[config.mk]
export PLATFORM = sky130hd
export DESIGN_NAME = fft_sequencer_flat
export DESIGN_NICKNAME = d
export VERILOG_FILES = /design/src/rtl/fft_pkg.sv /design/src/rtl/fft_sequencer_if.sv /design/src/rtl/fft_addr_gen.sv /design/src/rtl/fft_sequencer.sv /design/src/flat_wrapper.sv
export SDC_FILE = /design/constraint.sdc
export NUM_CORES = 1
export LEC_CHECK = 0
export ABC_CLOCK_PERIOD_IN_PS = 6600
export CAP_MARGIN = 20
export CORE_MARGIN = 2
export CORE_UTILIZATION = 30
export CTS_BUF_LIST = sky130_fd_sc_hd__clkbuf_16
export CTS_CLUSTER_DIAMETER = 60
export CTS_CLUSTER_SIZE = 24
export DETAILED_ROUTE_END_ITERATION = 16
export GPL_TIMING_DRIVEN = 0
export PLACE_DENSITY = 0.56
export SETUP_SLACK_MARGIN = 0.2
export SYNTH_ARGS = -nofsm -noshare
export SYNTH_HDL_FRONTEND = slang
export SYNTH_SLANG_ARGS = --single-unit
[constraint.sdc]
create_clock -name clk -period 6.6 [get_ports clk]
set_input_delay 0.99 -clock clk [delete_from_list [all_inputs] [get_ports clk]]
set_output_delay 0.99 -clock clk [all_outputs]
set_load 0.005 [all_outputs]
[src/rtl/fft_pkg.sv]
// Shared types and index helpers for the radix-2 FFT sequencer.
// Helpers take the address width as an argument so one package serves every N.
package fft_pkg;

    typedef enum logic [2:0] {
        ST_IDLE,
        ST_LOAD,
        ST_COMPUTE,
        ST_FLUSH,
        ST_UNLOAD
    } state_e;

    // Reverse the low m bits of v; upper bits of the result are zero.
    function automatic logic [31:0] bitrev(input logic [31:0] v, input int m);
        logic [31:0] r;
        r = '0;
        for (int b = 0; b < 32; b++) begin
            if (b < m) begin
                r = r | (((v >> (m - 1 - b)) & 32'd1) << b);
            end
        end
        return r;
    endfunction

    // Rotate the low m bits of v left by l (0 <= l < m).
    function automatic logic [31:0] rotl(input logic [31:0] v, input int l, input int m);
        logic [31:0] mask;
        logic [31:0] x;
        mask = (32'd1 << m) - 32'd1;
        x    = v & mask;
        return ((x << l) | (x >> (m - l))) & mask;
    endfunction

endpackage

[src/rtl/fft_sequencer_if.sv]
// Sequencer-facing bundle: sample front end, bank/BFU/twiddle control, result stream.
// master = sequencer side, slave = surrounding datapath and test environment.
interface fft_sequencer_if #(
    parameter int M = 5
);
    logic         start;
    logic         inverse;
    logic         in_valid;
    logic         in_ready;
    logic         load_we;
    logic [M-1:0] load_adr;
    logic         rd_sel;
    logic [M-1:0] rd_adr_a;
    logic [M-1:0] rd_adr_b;
    logic [M-2:0] twiddle_adr;
    logic         twiddle_conj;
    logic         we0;
    logic         we1;
    logic [M-1:0] wr_adr_a;
    logic [M-1:0] wr_adr_b;
    logic         out_valid;
    logic         out_ready;
    logic [M-1:0] out_adr;
    logic         out_last;
    logic         result_sel;
    logic         busy;
    logic         done;

    modport master (
        input  start, inverse, in_valid, out_ready,
        output in_ready, load_we, load_adr, rd_sel, rd_adr_a, rd_adr_b,
               twiddle_adr, twiddle_conj, we0, we1, wr_adr_a, wr_adr_b,
               out_valid, out_adr, out_last, result_sel, busy, done
    );

    modport slave (
        output start, inverse, in_valid, out_ready,
        input  in_ready, load_we, load_adr, rd_sel, rd_adr_a, rd_adr_b,
               twiddle_adr, twiddle_conj, we0, we1, wr_adr_a, wr_adr_b,
               out_valid, out_adr, out_last, result_sel, busy, done
    );
endinterface

[src/rtl/fft_addr_gen.sv]
// Butterfly address generator: (level, index) -> source pair and twiddle index.
// Purely combinational, zero latency, no backpressure.
module fft_addr_gen
    import fft_pkg::*;
#(
    parameter int M  = 5,
    parameter int LW = 3
) (
    input  logic [LW-1:0] level,
    input  logic [M-2:0]  index,
    output logic [M-1:0]  rd_adr_a,
    output logic [M-1:0]  rd_adr_b,
    output logic [M-2:0]  twiddle_adr
);

    always_comb begin
        rd_adr_a    = M'(rotl(32'({index, 1'b0}), int'(level), M));
        rd_adr_b    = M'(rotl(32'({index, 1'b1}), int'(level), M));
        // Keep only the top `level` bits of the index: stride halves every level.
        twiddle_adr = (M-1)'(32'(index) & ~((32'd1 << (M - 1 - int'(level))) - 32'd1));
    end

endmodule

[src/rtl/fft_sequencer.sv]
// FFT control sequencer: bit-reversed load, M butterfly levels with BFU_LAT-cycle write-back, natural-order unload.
// Load and unload stall on in_valid/out_ready; compute runs free, flushing BFU_LAT cycles between levels.
module fft_sequencer
    import fft_pkg::*;
#(
    parameter int N       = 32,
    parameter int M       = $clog2(N),
    parameter int BFU_LAT = 2
) (
    input  logic            clk,
    input  logic            reset_n,
    fft_sequencer_if.master bus
);

    localparam int   LW         = $clog2(M + 1);
    localparam int   FW         = $clog2(BFU_LAT + 1);
    localparam int   LAST       = BFU_LAT - 1;
    localparam logic RESULT_SEL = ((M - 1) % 2) == 0;

    state_e        state_q, state_d;
    logic [M-1:0]  cnt_q, cnt_d;
    logic [LW-1:0] lvl_q, lvl_d;
    logic [FW-1:0] fcnt_q, fcnt_d;
    logic          inv_q, inv_d;
    logic          done_q, done_d;

    logic [BFU_LAT-1:0] dl_vld_q, dl_vld_d;
    logic [BFU_LAT-1:0] dl_sel_q, dl_sel_d;
    logic [M-1:0]       dl_a_q [BFU_LAT];
    logic [M-1:0]       dl_a_d [BFU_LAT];
    logic [M-1:0]       dl_b_q [BFU_LAT];
    logic [M-1:0]       dl_b_d [BFU_LAT];

    logic         rd_en;
    logic [M-1:0] gen_a, gen_b;
    logic [M-2:0] gen_tw;

    fft_addr_gen #(.M(M), .LW(LW)) u_addr_gen (
        .level       (lvl_q),
        .index       (cnt_q[M-2:0]),
        .rd_adr_a    (gen_a),
        .rd_adr_b    (gen_b),
        .twiddle_adr (gen_tw)
    );

    assign rd_en = (state_q == ST_COMPUTE);

    always_comb begin
        state_d = state_q;
        cnt_d   = cnt_q;
        lvl_d   = lvl_q;
        fcnt_d  = fcnt_q;
        inv_d   = inv_q;
        done_d  = 1'b0;
        case (state_q)
            ST_IDLE: begin
                if (bus.start) begin
                    state_d = ST_LOAD;
                    cnt_d   = '0;
                    inv_d   = bus.inverse;
                end
            end
            ST_LOAD: begin
                if (bus.in_valid) begin
                    if (cnt_q == M'(N - 1)) begin
                        state_d = ST_COMPUTE;
                        cnt_d   = '0;
                        lvl_d   = '0;
                    end else begin
                        cnt_d = cnt_q + 1'b1;
                    end
                end
            end
            ST_COMPUTE: begin
                if (cnt_q == M'(N / 2 - 1)) begin
                    state_d = ST_FLUSH;
                    cnt_d   = '0;
                    fcnt_d  = '0;
                end else begin
                    cnt_d = cnt_q + 1'b1;
                end
            end
            ST_FLUSH: begin
                // Next level may only read once the last result of this one is written.
                if (fcnt_q == FW'(BFU_LAT - 1)) begin
                    fcnt_d = '0;
                    if (lvl_q == LW'(M - 1)) begin
                        state_d = ST_UNLOAD;
                        lvl_d   = '0;
                        cnt_d   = '0;
                    end else begin
                        state_d = ST_COMPUTE;
                        lvl_d   = lvl_q + 1'b1;
                    end
                end else begin
                    fcnt_d = fcnt_q + 1'b1;
                end
            end
            ST_UNLOAD: begin
                if (bus.out_ready) begin
                    if (cnt_q == M'(N - 1)) begin
                        state_d = ST_IDLE;
                        cnt_d   = '0;
                        done_d  = 1'b1;
                    end else begin
                        cnt_d = cnt_q + 1'b1;
                    end
                end
            end
            default: state_d = ST_IDLE;
        endcase
    end

    always_comb begin
        dl_vld_d    = dl_vld_q;
        dl_sel_d    = dl_sel_q;
        dl_a_d      = dl_a_q;
        dl_b_d      = dl_b_q;
        dl_vld_d[0] = rd_en;
        dl_sel_d[0] = rd_en & lvl_q[0];
        dl_a_d[0]   = rd_en ? gen_a : '0;
        dl_b_d[0]   = rd_en ? gen_b : '0;
        for (int j = 1; j < BFU_LAT; j++) begin
            dl_vld_d[j] = dl_vld_q[j-1];
            dl_sel_d[j] = dl_sel_q[j-1];
            dl_a_d[j]   = dl_a_q[j-1];
            dl_b_d[j]   = dl_b_q[j-1];
        end
    end

    always_ff @(posedge clk or negedge reset_n) begin
        if (!reset_n) begin
            state_q  <= ST_IDLE;
            cnt_q    <= '0;
            lvl_q    <= '0;
            fcnt_q   <= '0;
            inv_q    <= 1'b0;
            done_q   <= 1'b0;
            dl_vld_q <= '0;
            dl_sel_q <= '0;
            dl_a_q   <= '{default: '0};
            dl_b_q   <= '{default: '0};
        end else begin
            state_q  <= state_d;
            cnt_q    <= cnt_d;
            lvl_q    <= lvl_d;
            fcnt_q   <= fcnt_d;
            inv_q    <= inv_d;
            done_q   <= done_d;
            dl_vld_q <= dl_vld_d;
            dl_sel_q <= dl_sel_d;
            dl_a_q   <= dl_a_d;
            dl_b_q   <= dl_b_d;
        end
    end

    assign bus.in_ready     = (state_q == ST_LOAD);
    assign bus.load_we      = (state_q == ST_LOAD) && bus.in_valid;
    assign bus.load_adr     = (state_q == ST_LOAD) ? M'(bitrev(32'(cnt_q), M)) : '0;
    assign bus.rd_sel       = rd_en & lvl_q[0];
    assign bus.rd_adr_a     = rd_en ? gen_a : '0;
    assign bus.rd_adr_b     = rd_en ? gen_b : '0;
    assign bus.twiddle_adr  = rd_en ? gen_tw : '0;
    assign bus.twiddle_conj = inv_q;
    // Results always land in the bank not being read at that level.
    assign bus.we0          = dl_vld_q[LAST] & dl_sel_q[LAST];
    assign bus.we1          = dl_vld_q[LAST] & ~dl_sel_q[LAST];
    assign bus.wr_adr_a     = dl_a_q[LAST];
    assign bus.wr_adr_b     = dl_b_q[LAST];
    assign bus.out_valid    = (state_q == ST_UNLOAD);
    assign bus.out_adr      = (state_q == ST_UNLOAD) ? cnt_q : '0;
    assign bus.out_last     = (state_q == ST_UNLOAD) && (cnt_q == M'(N - 1));
    assign bus.busy         = (state_q != ST_IDLE);
    assign bus.result_sel   = (state_q != ST_IDLE) & RESULT_SEL;
    assign bus.done         = done_q;

endmodule

[src/flat_wrapper.sv]
// flat-port wrapper written by rule: the top's interface ports become plain ports
module fft_sequencer_flat import fft_pkg::*;
#(
    parameter int N       = 32,
    parameter int M       = $clog2(N),
    parameter int BFU_LAT = 2
)
  (clk, reset_n, bus_start, bus_inverse, bus_in_valid, bus_out_ready, bus_in_ready, bus_load_we, bus_load_adr, bus_rd_sel, bus_rd_adr_a, bus_rd_adr_b, bus_twiddle_adr, bus_twiddle_conj, bus_we0, bus_we1, bus_wr_adr_a, bus_wr_adr_b, bus_out_valid, bus_out_adr, bus_out_last, bus_result_sel, bus_busy, bus_done);
  fft_sequencer_if #(.M(M)) bus_i ();
  input  logic clk;
  input  logic reset_n;
  input wire logic [$bits(bus_i.start)-1:0] bus_start;
  input wire logic [$bits(bus_i.inverse)-1:0] bus_inverse;
  input wire logic [$bits(bus_i.in_valid)-1:0] bus_in_valid;
  input wire logic [$bits(bus_i.out_ready)-1:0] bus_out_ready;
  output wire logic [$bits(bus_i.in_ready)-1:0] bus_in_ready;
  output wire logic [$bits(bus_i.load_we)-1:0] bus_load_we;
  output wire logic [$bits(bus_i.load_adr)-1:0] bus_load_adr;
  output wire logic [$bits(bus_i.rd_sel)-1:0] bus_rd_sel;
  output wire logic [$bits(bus_i.rd_adr_a)-1:0] bus_rd_adr_a;
  output wire logic [$bits(bus_i.rd_adr_b)-1:0] bus_rd_adr_b;
  output wire logic [$bits(bus_i.twiddle_adr)-1:0] bus_twiddle_adr;
  output wire logic [$bits(bus_i.twiddle_conj)-1:0] bus_twiddle_conj;
  output wire logic [$bits(bus_i.we0)-1:0] bus_we0;
  output wire logic [$bits(bus_i.we1)-1:0] bus_we1;
  output wire logic [$bits(bus_i.wr_adr_a)-1:0] bus_wr_adr_a;
  output wire logic [$bits(bus_i.wr_adr_b)-1:0] bus_wr_adr_b;
  output wire logic [$bits(bus_i.out_valid)-1:0] bus_out_valid;
  output wire logic [$bits(bus_i.out_adr)-1:0] bus_out_adr;
  output wire logic [$bits(bus_i.out_last)-1:0] bus_out_last;
  output wire logic [$bits(bus_i.result_sel)-1:0] bus_result_sel;
  output wire logic [$bits(bus_i.busy)-1:0] bus_busy;
  output wire logic [$bits(bus_i.done)-1:0] bus_done;
  assign bus_i.start = bus_start;
  assign bus_i.inverse = bus_inverse;
  assign bus_i.in_valid = bus_in_valid;
  assign bus_i.out_ready = bus_out_ready;
  assign bus_in_ready = bus_i.in_ready;
  assign bus_load_we = bus_i.load_we;
  assign bus_load_adr = bus_i.load_adr;
  assign bus_rd_sel = bus_i.rd_sel;
  assign bus_rd_adr_a = bus_i.rd_adr_a;
  assign bus_rd_adr_b = bus_i.rd_adr_b;
  assign bus_twiddle_adr = bus_i.twiddle_adr;
  assign bus_twiddle_conj = bus_i.twiddle_conj;
  assign bus_we0 = bus_i.we0;
  assign bus_we1 = bus_i.we1;
  assign bus_wr_adr_a = bus_i.wr_adr_a;
  assign bus_wr_adr_b = bus_i.wr_adr_b;
  assign bus_out_valid = bus_i.out_valid;
  assign bus_out_adr = bus_i.out_adr;
  assign bus_out_last = bus_i.out_last;
  assign bus_result_sel = bus_i.result_sel;
  assign bus_busy = bus_i.busy;
  assign bus_done = bus_i.done;
  fft_sequencer #(.N(N), .M(M), .BFU_LAT(BFU_LAT)) u_core (.clk(clk), .reset_n(reset_n), .bus(bus_i));
endmodule
Word level (Yosys, flattened, before mapping). Index checks and enable logic that the tools add are counted.

Register bits after elaboration: 39. Output and inout port bits: 45. Input port bits: 6. Logic and storage cells: 95.

$add $sub $neg: 6. Equal/unequal tests: 16. Shift operators: 5. Reductions and logical operators: 12. Bitwise operators: 12. Mux-type cells: 32.

Operator list (count): 5-bit by 32-bit >> shifter with 5-bit output (2); 5-bit 2-to-1 mux (11); 3-bit 2-to-1 mux (11); 1-bit by 32-bit << shifter with 4-bit output, first input constant (1); 5-bit case mux with 5 select lines (1); 5-bit bitwise OR (3); 3-bit case mux with 5 select lines (1); 5-bit by 3-bit << shifter with 5-bit output (2); 2-bit by 1-bit inequality test with 1-bit output, second input constant (4); 2-bit inequality test, second input constant (4); 3-bit by 3-bit subtractor with 4-bit output, first input constant (2); 7-bit AND reduction (1); 3-bit by 2-bit == test with 1-bit output, second input constant (2); 3-bit == test, second input constant (2); 3-bit case mux with 2 select lines (1); 6-bit AND reduction (1); 5-bit by 1-bit adder with 5-bit output, second input constant (1); 5-bit by 4-bit == test with 1-bit output, second input constant (1); 5-bit == test, second input constant (1); 5-bit by 3-bit bitwise OR with 5-bit output (1); 5-bit by 4-bit bitwise OR with 5-bit output (1); 5-bit nonzero test (1); 4-bit AND (1); 2-bit 2-to-1 mux (2); 18 further kinds (25).

Longest topological paths before layout. Gate-level depths: netlist (run 1).

Word-level depth: 6. Gate-level depth with buffers: 9.

By module. Synthesis (run 1) repeated with hierarchy kept, for this count alone.

Cells, all modules: 229. Area, all modules: 2321.0 µm².

Modules (own cells, without submodules): fft_sequencer (area an instance 1831.8 µm², times used 1, seq. area each 975.9 µm², cells each 160); fft_addr_gen (area an instance 489.2 µm², times used 1, seq. area each 0.0 µm², cells each 69).

Least setup slack after synthesis (run 1). No wires, ideal clock.

Kind: register -> output. Start point: reg u_core.lvl_q[1]. End point: out bus_twiddle_adr[2]. Path slack: 3.112 ns. Buffers on the path: 1. Stages on the path, launching flop included: 10. Arrival: 2.498 ns. Required time: 5.610 ns. Path through: dfrtp_1 clkbuf_1 inv_1 ha_1 ha_1 nand2b_4 or3_1 ha_1 nor4_1 and4b_1.

Cells in the longest elaborated chain, start to end: 6.

RTL lines: from (decl) (line fft_sequencer.sv:22) `logic [LW-1:0] lvl_q, lvl_d;`; from (signal assigned) (line fft_sequencer.sv:146) `lvl_q <= lvl_d;`; 3-bit by 3-bit subtractor with 4-bit output (line fft_addr_gen.sv:20) `twiddle_adr = (M-1)'(32'(index) & ~((32'd1 << (M - 1 - int'(level))) - 32'd1));`; 1-bit by 32-bit << shifter with 4-bit output (line fft_addr_gen.sv:20); 4-bit by 1-bit subtractor with 4-bit output (line fft_addr_gen.sv:20); 4-bit inverter (line fft_addr_gen.sv:20); 4-bit AND (line fft_addr_gen.sv:20); 4-bit 2-to-1 mux (line fft_sequencer.sv:163) `assign bus.twiddle_adr = rd_en ? gen_tw : '0;`; to (decl) (line flat_wrapper.sv:22) `output wire logic [$bits(bus_i.twiddle_adr)-1:0] bus_twiddle_adr;`.

No other way between the ends.

Worst setup path after layout (run 1). Same ends and word-level chain as after synthesis.

==> metrics.md, run 1 <==
| Metric | Value |
|---|---|
| Critical Path, Cell by Cell | clkbuf_1 > inv_1 > ha_1 > ha_1 > nand2b_4 > or3_1 > ha_1 > nor4_1 > and4b_1 > clkdlybuf4s50_1 |
| Synthesized Nets | 239 |
| Worst EP required | 5610 ps |
| Drt pass-1 iters | 5 |
| Total track usage | 13.4% |
| GR Util met1 | 18.6% |
| Cell Rows | 31 |
| Post-Layout Inst Area | 0.00303 mm2 |
| Max VDD drop | 0.000142 V |
| Flop2flop setup slack | 4090 ps |
| Largest family of logic cells by synthesized area | simple AND/OR/NAND/NOR gates |
| Detail Route Antenna Nets | 0 |
| Most used DFF post-synth | dfrtp_1 |
| Reg-to-reg startpoint | u_core.lvl_q[1]$_DFFE_PN0P_ |
| Post-DP HPWL | 3810 um |
| Dpl ws | 2290 ps |
| Post-DP Area | 0.00287 mm2 |
| Tightest Hold Check Type | reg2reg |
| Crit Path Class | reg2out |
| Fmax | 217 MHz |
| Final period demand of the worst path | 4600 ps |
| Final hold vios | 0 |
| Synth area leader | dfrtp_1 |
| CTS tree | yes |
| CP max FO | 11 |
| Power density over the cells | 463 mW/mm2 |
| Ys async rst share | 100% |
| LEAKAGE | 0.00137 uW |
| Vias/cell | 4.68 |
| Routed WL per cell | 13.7 um |
| Share of the synthesized area in the top cell type | 43.8% |
| RD Place Congestion | 0.845 |
| Layout cells sized above 1 | 12.9% |
| I/O Buffers | 50 |
| Reg2Reg Depth | 7 |
| CP Launch Type | flip-flop |
| Post-route insts no fill | 378 |
| Synthesized netlist cell count | 220 |
| Max cap viols | 0 |
| Unrepaired setup endpoints after global routing | no |
| Final Max Slew Viols | 0 |
| Hold Path End | u_core.bus.wr_adr_b[4]$_DFF_PN0_ |
| Most instantiated cells after synthesis | dfrtp_1 (39), and3_1 (13), ha_1 (13) |
| Worst rel slew slack | 67.1% |
| Die X | 90.2 um |
| Worst R2R End | u_core.lvl_q[2]$_DFFE_PN0P_ |
| CTS Buffer Depth | 2 |
| GR met3 Demand/Resource | 3.19% |
| Drt initial violations | 201 |
| CTS Hold Buffers Added | 0 |
| Distinct cells, synth | 47 |
| Die Area | 0.00814 mm2 |
| Fin nets | 297 |
| Post-cts resize count | 0 |
| CP max stage delay | 580 ps |
| Starting Density | 30.9% |
| Synthesized area per cell | 10.1 um2 |
| Area delta synth->final | 36.0% |
| Setup TNS | 0 ps |
| Final period util | 69.7% |
| Sequential-to-total area share from yosys stat | 43.8% |
| Util after Layout | 42.0% |
| Yosys Warn Count | 0 |
| Dpl cells | 370 |
| Status | finished clean |
| Synth Area in XOR/XNOR | 0.786% |
| Initial antenna violation count | 0 |
| Slew of the pin with the lowest slew margin | 493 ps |
| Final setup viols | 0 |
| Setup bufs post-CTS | 0 |
| Crit-path most repeated cell | ha_1 |
| First-pass GRT wire length | 8770 um |
| M2 GR Usage | 20.5% |
| DRT Wirelength | 5180 um |
| Area share of fa/ha/maj cells after synthesis | 7.30% |
| Clock sink total | 39 |
| Synth Register Bits | 39 |
| Worst hold start | u_core.dl_b_d[4]$_DFF_PN0_ |
| Post-synth EDFFs | 0 |
| Core Region | 0.00721 mm2 |
| Largest net degree at the start of global routing | 38 |
| Synth Cell Area | 0.00223 mm2 |
| Root Driver | clkbuf_16 |
| Die height | 90.2 um |
| Post-Synth Simple-Gate Area | 20.3% |
| Most numerous cell in the Yosys netlist | dfrtp_1 |
| Synth top area cells | dfrtp_1 (44%), ha_1 (7.3%), buf_4 (4.0%) |
| Setup ws final | 2000 ps |
| Clock-pin transition on the worst setup and hold timing paths | 60 ps |
| Grt total ovfl | 0 |
| Mux cell area share after synthesis | 5.67% |
| Num ports | 51 |
| CTS H-tree lvls | 2 |
| Via Count | 1,768 |
| Fin Clk Skew | 9.64 ps |
| Vias in the first global route | 1,769 |
| Clock buffer count from CTS | 5 |
| Drt drc | 0 |
| ANT cells | 0 |
| Arrival time worst endpoint | 3610 ps |
| CP max stage cell | dfrtp_1 |
| Worst skew pair latency | 290 ps |
| Hold path depth | 0 |
| Post-synthesis compound-gate area fraction | 13.7% |
| Critical Path End Type | output port |
| GRT Max-Usage Layer | met2 |
[placed cells by master, fill, tap and decap left out, types with 2 or more instances in the layout]
cell              n
nand2_1          11
buf_4            12
a31oi_1           4
o2bb2ai_1         2
nor2b_1           5
nand3b_1          4
nand4_1           3
and2_1            5
nand2b_4          2
or3_1             4
inv_1            12
o2111ai_1         2
nor3_1            5
nand2b_1          8
clkbuf_1          7
nor2_1           11
buf_2             2
xnor2_1           2
o31ai_1           2
a21oi_1           9
clkbuf_16         5
a21o_1            3
ha_1             13
mux2_2            3
dfrtp_1          39
mux2i_1           7
o41ai_1           2
o21ai_0           9
clkdlybuf4s50_1  49
buf_6             2
and3_1           13
[per-stage QoR]
step / power (uW) / hold WS, ps
after floorplan: 868 / 331
after global placement: 1130 / 331
after detailed placement: 1140 / 335
after CTS: 1420 / 347
after global routing: 1520 / 350
final: 1400 / 345
[kinds of logic (layout without fill, tap and decap cells)]
| family | count (synthesis) | after routing |
|---|---|---|
| xor+xnor | 2 | 2 |
| fa+ha+maj | 13 | 13 |
| simple gates | 77 | 77 |
| flops | 39 | 39 |
| mux | 11 | 11 |
| compound gates | 44 | 44 |
| buf+inv | 34 | 93 |
[final cells by class]
type | instances | area [um2]
Tap cell | 99 | 124
Sequential cell | 39 | 976
Clock buffer | 5 | 125
Fill cell | 734 | 4180
Clock inverter | 3 | 38.8
Timing Repair Buffer | 51 | 515
Buffer | 22 | 144
Inverter | 12 | 45.0
Multi-Input combinational cell | 147 | 1060
[sequential cells by signal (all words and copies together) (netlist names)]
| name | flops |
|---|---|
| u_core.bus.twiddle_conj | 1 |
| u_core.lvl_q | 3 |
| u_core.dl_sel_q | 2 |
| u_core.bus.wr_adr_b | 5 |
| u_core.state_q | 3 |
| u_core.fcnt_q | 2 |
| u_core.bus.wr_adr_a | 5 |
| u_core.dl_b_d | 5 |
| u_core.bus.done | 1 |
| u_core.dl_vld_q | 2 |
| u_core.dl_a_d | 5 |
| u_core.cnt_q | 5 |
[worst max-delay path, delay by kind of cell, from the launching register on]
| kind | cells | cell delay, ps |
|---|---|---|
| simple gates | 4 | 910 |
| buf+inv | 3 | 1020 |
| fa+ha+maj | 3 | 810 |
| flops | 1 | 580 |
[per-layer routing]
layer	up-vias	part of all wire, %
met4	0	1.6
met1	834	47
li1	882	-
met2	46	46
met3	6	4.9
met5	-	0
[power breakdown]
group,internal (uW),switching [uW],leakage [uW]
Sequential,319,53.2,0.000513
Combinational,385,378,0.000773
Clock,176,93.5,0.0000812
Total,879,524,0.00137
[worst max path at each step]
stage / from / to / slack, ps / depth (start not counted)
3_3_place_gp: u_core.lvl_q[1]$_DFFE_PN0P_ / bus_twiddle_adr[2] / 2320 / 10
4_1_cts: u_core.lvl_q[1]$_DFFE_PN0P_ / bus_twiddle_adr[2] / 1980 / 10
3_5_place_dp: u_core.lvl_q[1]$_DFFE_PN0P_ / bus_twiddle_adr[2] / 2290 / 10
2_1_floorplan: u_core.lvl_q[1]$_DFFE_PN0P_ / bus_twiddle_adr[2] / 3110 / 9
6_report: u_core.lvl_q[1]$_DFFE_PN0P_ / bus_twiddle_adr[2] / 2000 / 10
5_1_grt: u_core.lvl_q[1]$_DFFE_PN0P_ / bus_twiddle_adr[2] / 1750 / 10
No activity file was read; power rests on OpenSTA's default activity.
==> run 2, diff against run 1 <==
--- a/config.mk
+++ b/config.mk
@@ -5,7 +5,7 @@
 export SDC_FILE = /design/constraint.sdc
 export NUM_CORES = 1
 export LEC_CHECK = 0
-export ABC_CLOCK_PERIOD_IN_PS = 6600
+export ABC_CLOCK_PERIOD_IN_PS = 4050
 export CAP_MARGIN = 20
 export CORE_MARGIN = 2
 export CORE_UTILIZATION = 30
@@ -14,7 +14,7 @@
 export CTS_CLUSTER_SIZE = 24
 export DETAILED_ROUTE_END_ITERATION = 16
 export GPL_TIMING_DRIVEN = 0
-export PLACE_DENSITY = 0.56
+export PLACE_DENSITY = 0.58
 export SETUP_SLACK_MARGIN = 0.2
 export SYNTH_ARGS = -nofsm -noshare
 export SYNTH_HDL_FRONTEND = slang
==> constraint.sdc (replaced) <==
create_clock -name clk -period 4.05 [get_ports clk]
set_input_delay 0.6075 -clock clk [delete_from_list [all_inputs] [get_ports clk]]
set_output_delay 0.6075 -clock clk [all_outputs]
set_load 0.005 [all_outputs]
==> run 2 against run 1 <==
Critical endpoint unchanged. Cell area up 1.1%. Worst setup slack worse by 1600 ps. Sequential share of layout area shrank 0.30 points. First-iteration DRC count decreased by 39%. Non-clock buffer count is the same. Clock skew is 4.7 ps lower. Largest cell class unchanged. Highest routed layer unchanged. Routed wire length rose by 2.1%.
==> metrics.md, run 2 (synthesis results as in run 1) <==
| Metric | Value |
|---|---|
| First-pass GRT wire length | 8760 um (-0.15%) |
| CP Launch Type | flip-flop |
| Final setup viols | 0 (unchanged) |
| CTS Buffer Depth | 2 (unchanged) |
| Multi-input gate area | 0.00108 mm2 (+1.2%) |
| RD Place Congestion | 0.824 (-2.5%) |
| Grt total ovfl | 0 (unchanged) |
| M2 GR Usage | 19.8% (-0.69 points) |
| Via Count | 1,817 (+2.8%) |
| Switching power | 873 uW (+66%) |
| Power density over the cells | 781 mW/mm2 (+69%) |
| CTS H-tree lvls | 2 (unchanged) |
| Largest net degree at the start of global routing | 40 (+5.3%) |
| Fillers | 726 (-1.1%) |
| Flop2flop setup slack | 1780 ps (-2310 ps) |
| Die X | 90.2 um (unchanged) |
| Vias in the first global route | 1,713 (-3.2%) |
| Unrepaired setup endpoints after global routing | no |
| ANT cells | 0 (unchanged) |
| Worst rel slew slack | 41.0% (-26 points) |
| Worst skew pair latency | 280 ps (about the same) |
| Tightest Hold Check Type | reg2reg |
| Root Driver | clkbuf_16 |
| Die Area | 0.00814 mm2 (unchanged) |
| Drt pass-1 iters | 4 (-1) |
| Max VDD drop | 0.000271 V (+91%) |
| Vias/cell | 4.81 (+2.8%) |
| Final period demand of the worst path | 3670 ps |
| Fmax | 273 MHz |
| Core Region | 0.00721 mm2 (unchanged) |
| Worst EP required | 3440 ps (-2170 ps) |
| Most frequent cells in the layout | clkdlybuf4s50_1 (49), dfrtp_1 (38), inv_1 (13), and3_1 (13), buf_4 (13) |
| Reg area | 977 um2 (+0.13%) |
| Final period util | 90.5% |
| Cell Rows | 31 (unchanged) |
| Drt drc | 0 (unchanged) |
| Initial antenna violation count | 0 (unchanged) |
| Comb pwr share | 54.3% (about the same) |
| Total track usage | 13.5% (+0.13 points) |
| GR Util met1 | 19.1% (+0.44 points) |
| LEAKAGE | 0.00138 uW (+0.95%) |
| Sw Share | 36.4% (-0.93 points) |
| Status | finished clean |
| CP max FO | 10 (-1) |
| Slew of the pin with the lowest slew margin | 884 ps (+391 ps) |
| Final Total Pwr | 2400 uW (+71%) |
| Final hold vios | 0 (unchanged) |
| Clock buffer count from CTS | 5 (unchanged) |
| Post-DP HPWL | 3720 um (-2.4%) |
| Crit Path Class | reg2out |
| Clock power share | 20.9% (+1.7 points) |
| Detail Route Antenna Nets | 0 (unchanged) |
| Layout cells sized above 1 | 14.0% (+1.1 points) |
| Starting Density | 30.9% (unchanged) |
| Most common cell after layout, fill and taps aside | clkdlybuf4s50_1 |
| I/O Buffers | 50 (unchanged) |
| Final Max Slew Viols | 0 (unchanged) |
| CTS Hold Buffers Added | 0 (unchanged) |
| Max cap viols | 0 (unchanged) |
| GR met3 Demand/Resource | 3.44% (+0.25 points) |
| Setup TNS | 0 ps (unchanged) |
| DRT Wirelength | 5290 um (+2.1%) |
| Clock sink total | 39 (unchanged) |
| Drt initial violations | 123 (-39%) |
| GRT Max-Usage Layer | met2 |
| Sequential Power Share | 24.8% (-1.7 points) |
| Clock-pin transition on the worst setup and hold timing paths | 60 ps (about the same) |
| Fin nets | 297 (unchanged) |
| CTS tree | yes |
| Arrival time worst endpoint | 3060 ps (-550 ps) |
| Routed WL per cell | 14.0 um (+2.1%) |
| Int Pwr | 1520 uW (+73%) |
| Num ports | 51 (unchanged) |
| Area delta synth->final | 37.5% |
| Die height | 90.2 um (unchanged) |
| Fin Clk Skew | 4.97 ps (-4.67 ps) |
| Critical Path End Type | output port |
## run 2: worst paths after layout
kind                                               from                            end  cells past startpoint
setup / recovery            u_core.lvl_q[0]$_DFFE_PN0P_             bus_twiddle_adr[2]                     10
hold / removal             u_core.dl_vld_q[0]$_DFF_PN0_   u_core.dl_vld_q[1]$_DFF_PN0_                      0
setup reg to reg            u_core.lvl_q[0]$_DFFE_PN0P_    u_core.cnt_q[4]$_DFFE_PN0P_                      8
hold reg to reg            u_core.dl_vld_q[0]$_DFF_PN0_   u_core.dl_vld_q[1]$_DFF_PN0_                      0
max in group asynchronous                       reset_n    u_core.lvl_q[1]$_DFFE_PN0P_                      1
min in group asynchronous                       reset_n  u_core.state_q[0]$_DFFE_PN0P_                      1
## run 2: stage by stage
stage	util (%)	setup WS (ps)	instances	instance area [um2]	hold slack (ps)
after detailed placement	39.5	162	369	2850	335
after floorplan	-	944	220	2230	312
after global routing	42.5	247	378	3070	350
after global placement	39.6	146	369	2850	331
final	42.5	385	378	3070	345
after CTS	42.3	294	378	3050	348
## run 2: per-layer routing
metal / vias up / wire [um]
li1: 881 / -
met1: 882 / 2590
met2: 52 / 2440
met3: 2 / 225
met4: 0 / 40
met5: - / 0
## run 2: cell type report
type	instances	area share, %
plain buffers	22	4.90
clock buffers	5	4.08
clock inverters	3	2.08
inverters	12	1.47
multi-input cells	147	35.1
flip-flops and latches	39	31.9
well taps	99	4.04
repair buffers	51	16.4
## run 2: power by group through the flow
stage | logic (uW) | clock network, uW | registers [uW]
after global routing | 1430 | 528 | 612
after CTS | 1280 | 513 | 594
final | 1300 | 501 | 594
after floorplan | 820 | 0 | 594
after detailed placement | 1240 | 0 | 615
after global placement | 1240 | 0 | 611
## run 2: critical path, stage by stage (launching register included)
cell,delay (ps)
dfrtp_1,340
clkbuf_4,200
inv_1,110
ha_1,260
ha_4,310
nand2b_4,60
or3_1,370
ha_1,210
nor4_1,240
and4b_1,230
clkdlybuf4s50_1,440
## run 2: timing repair
item	CTS	global route
hold endpoints to repair	0	0
endpoints found under the setup margin	5	1
gates resized for setup	3	2
buffers inserted	1	0
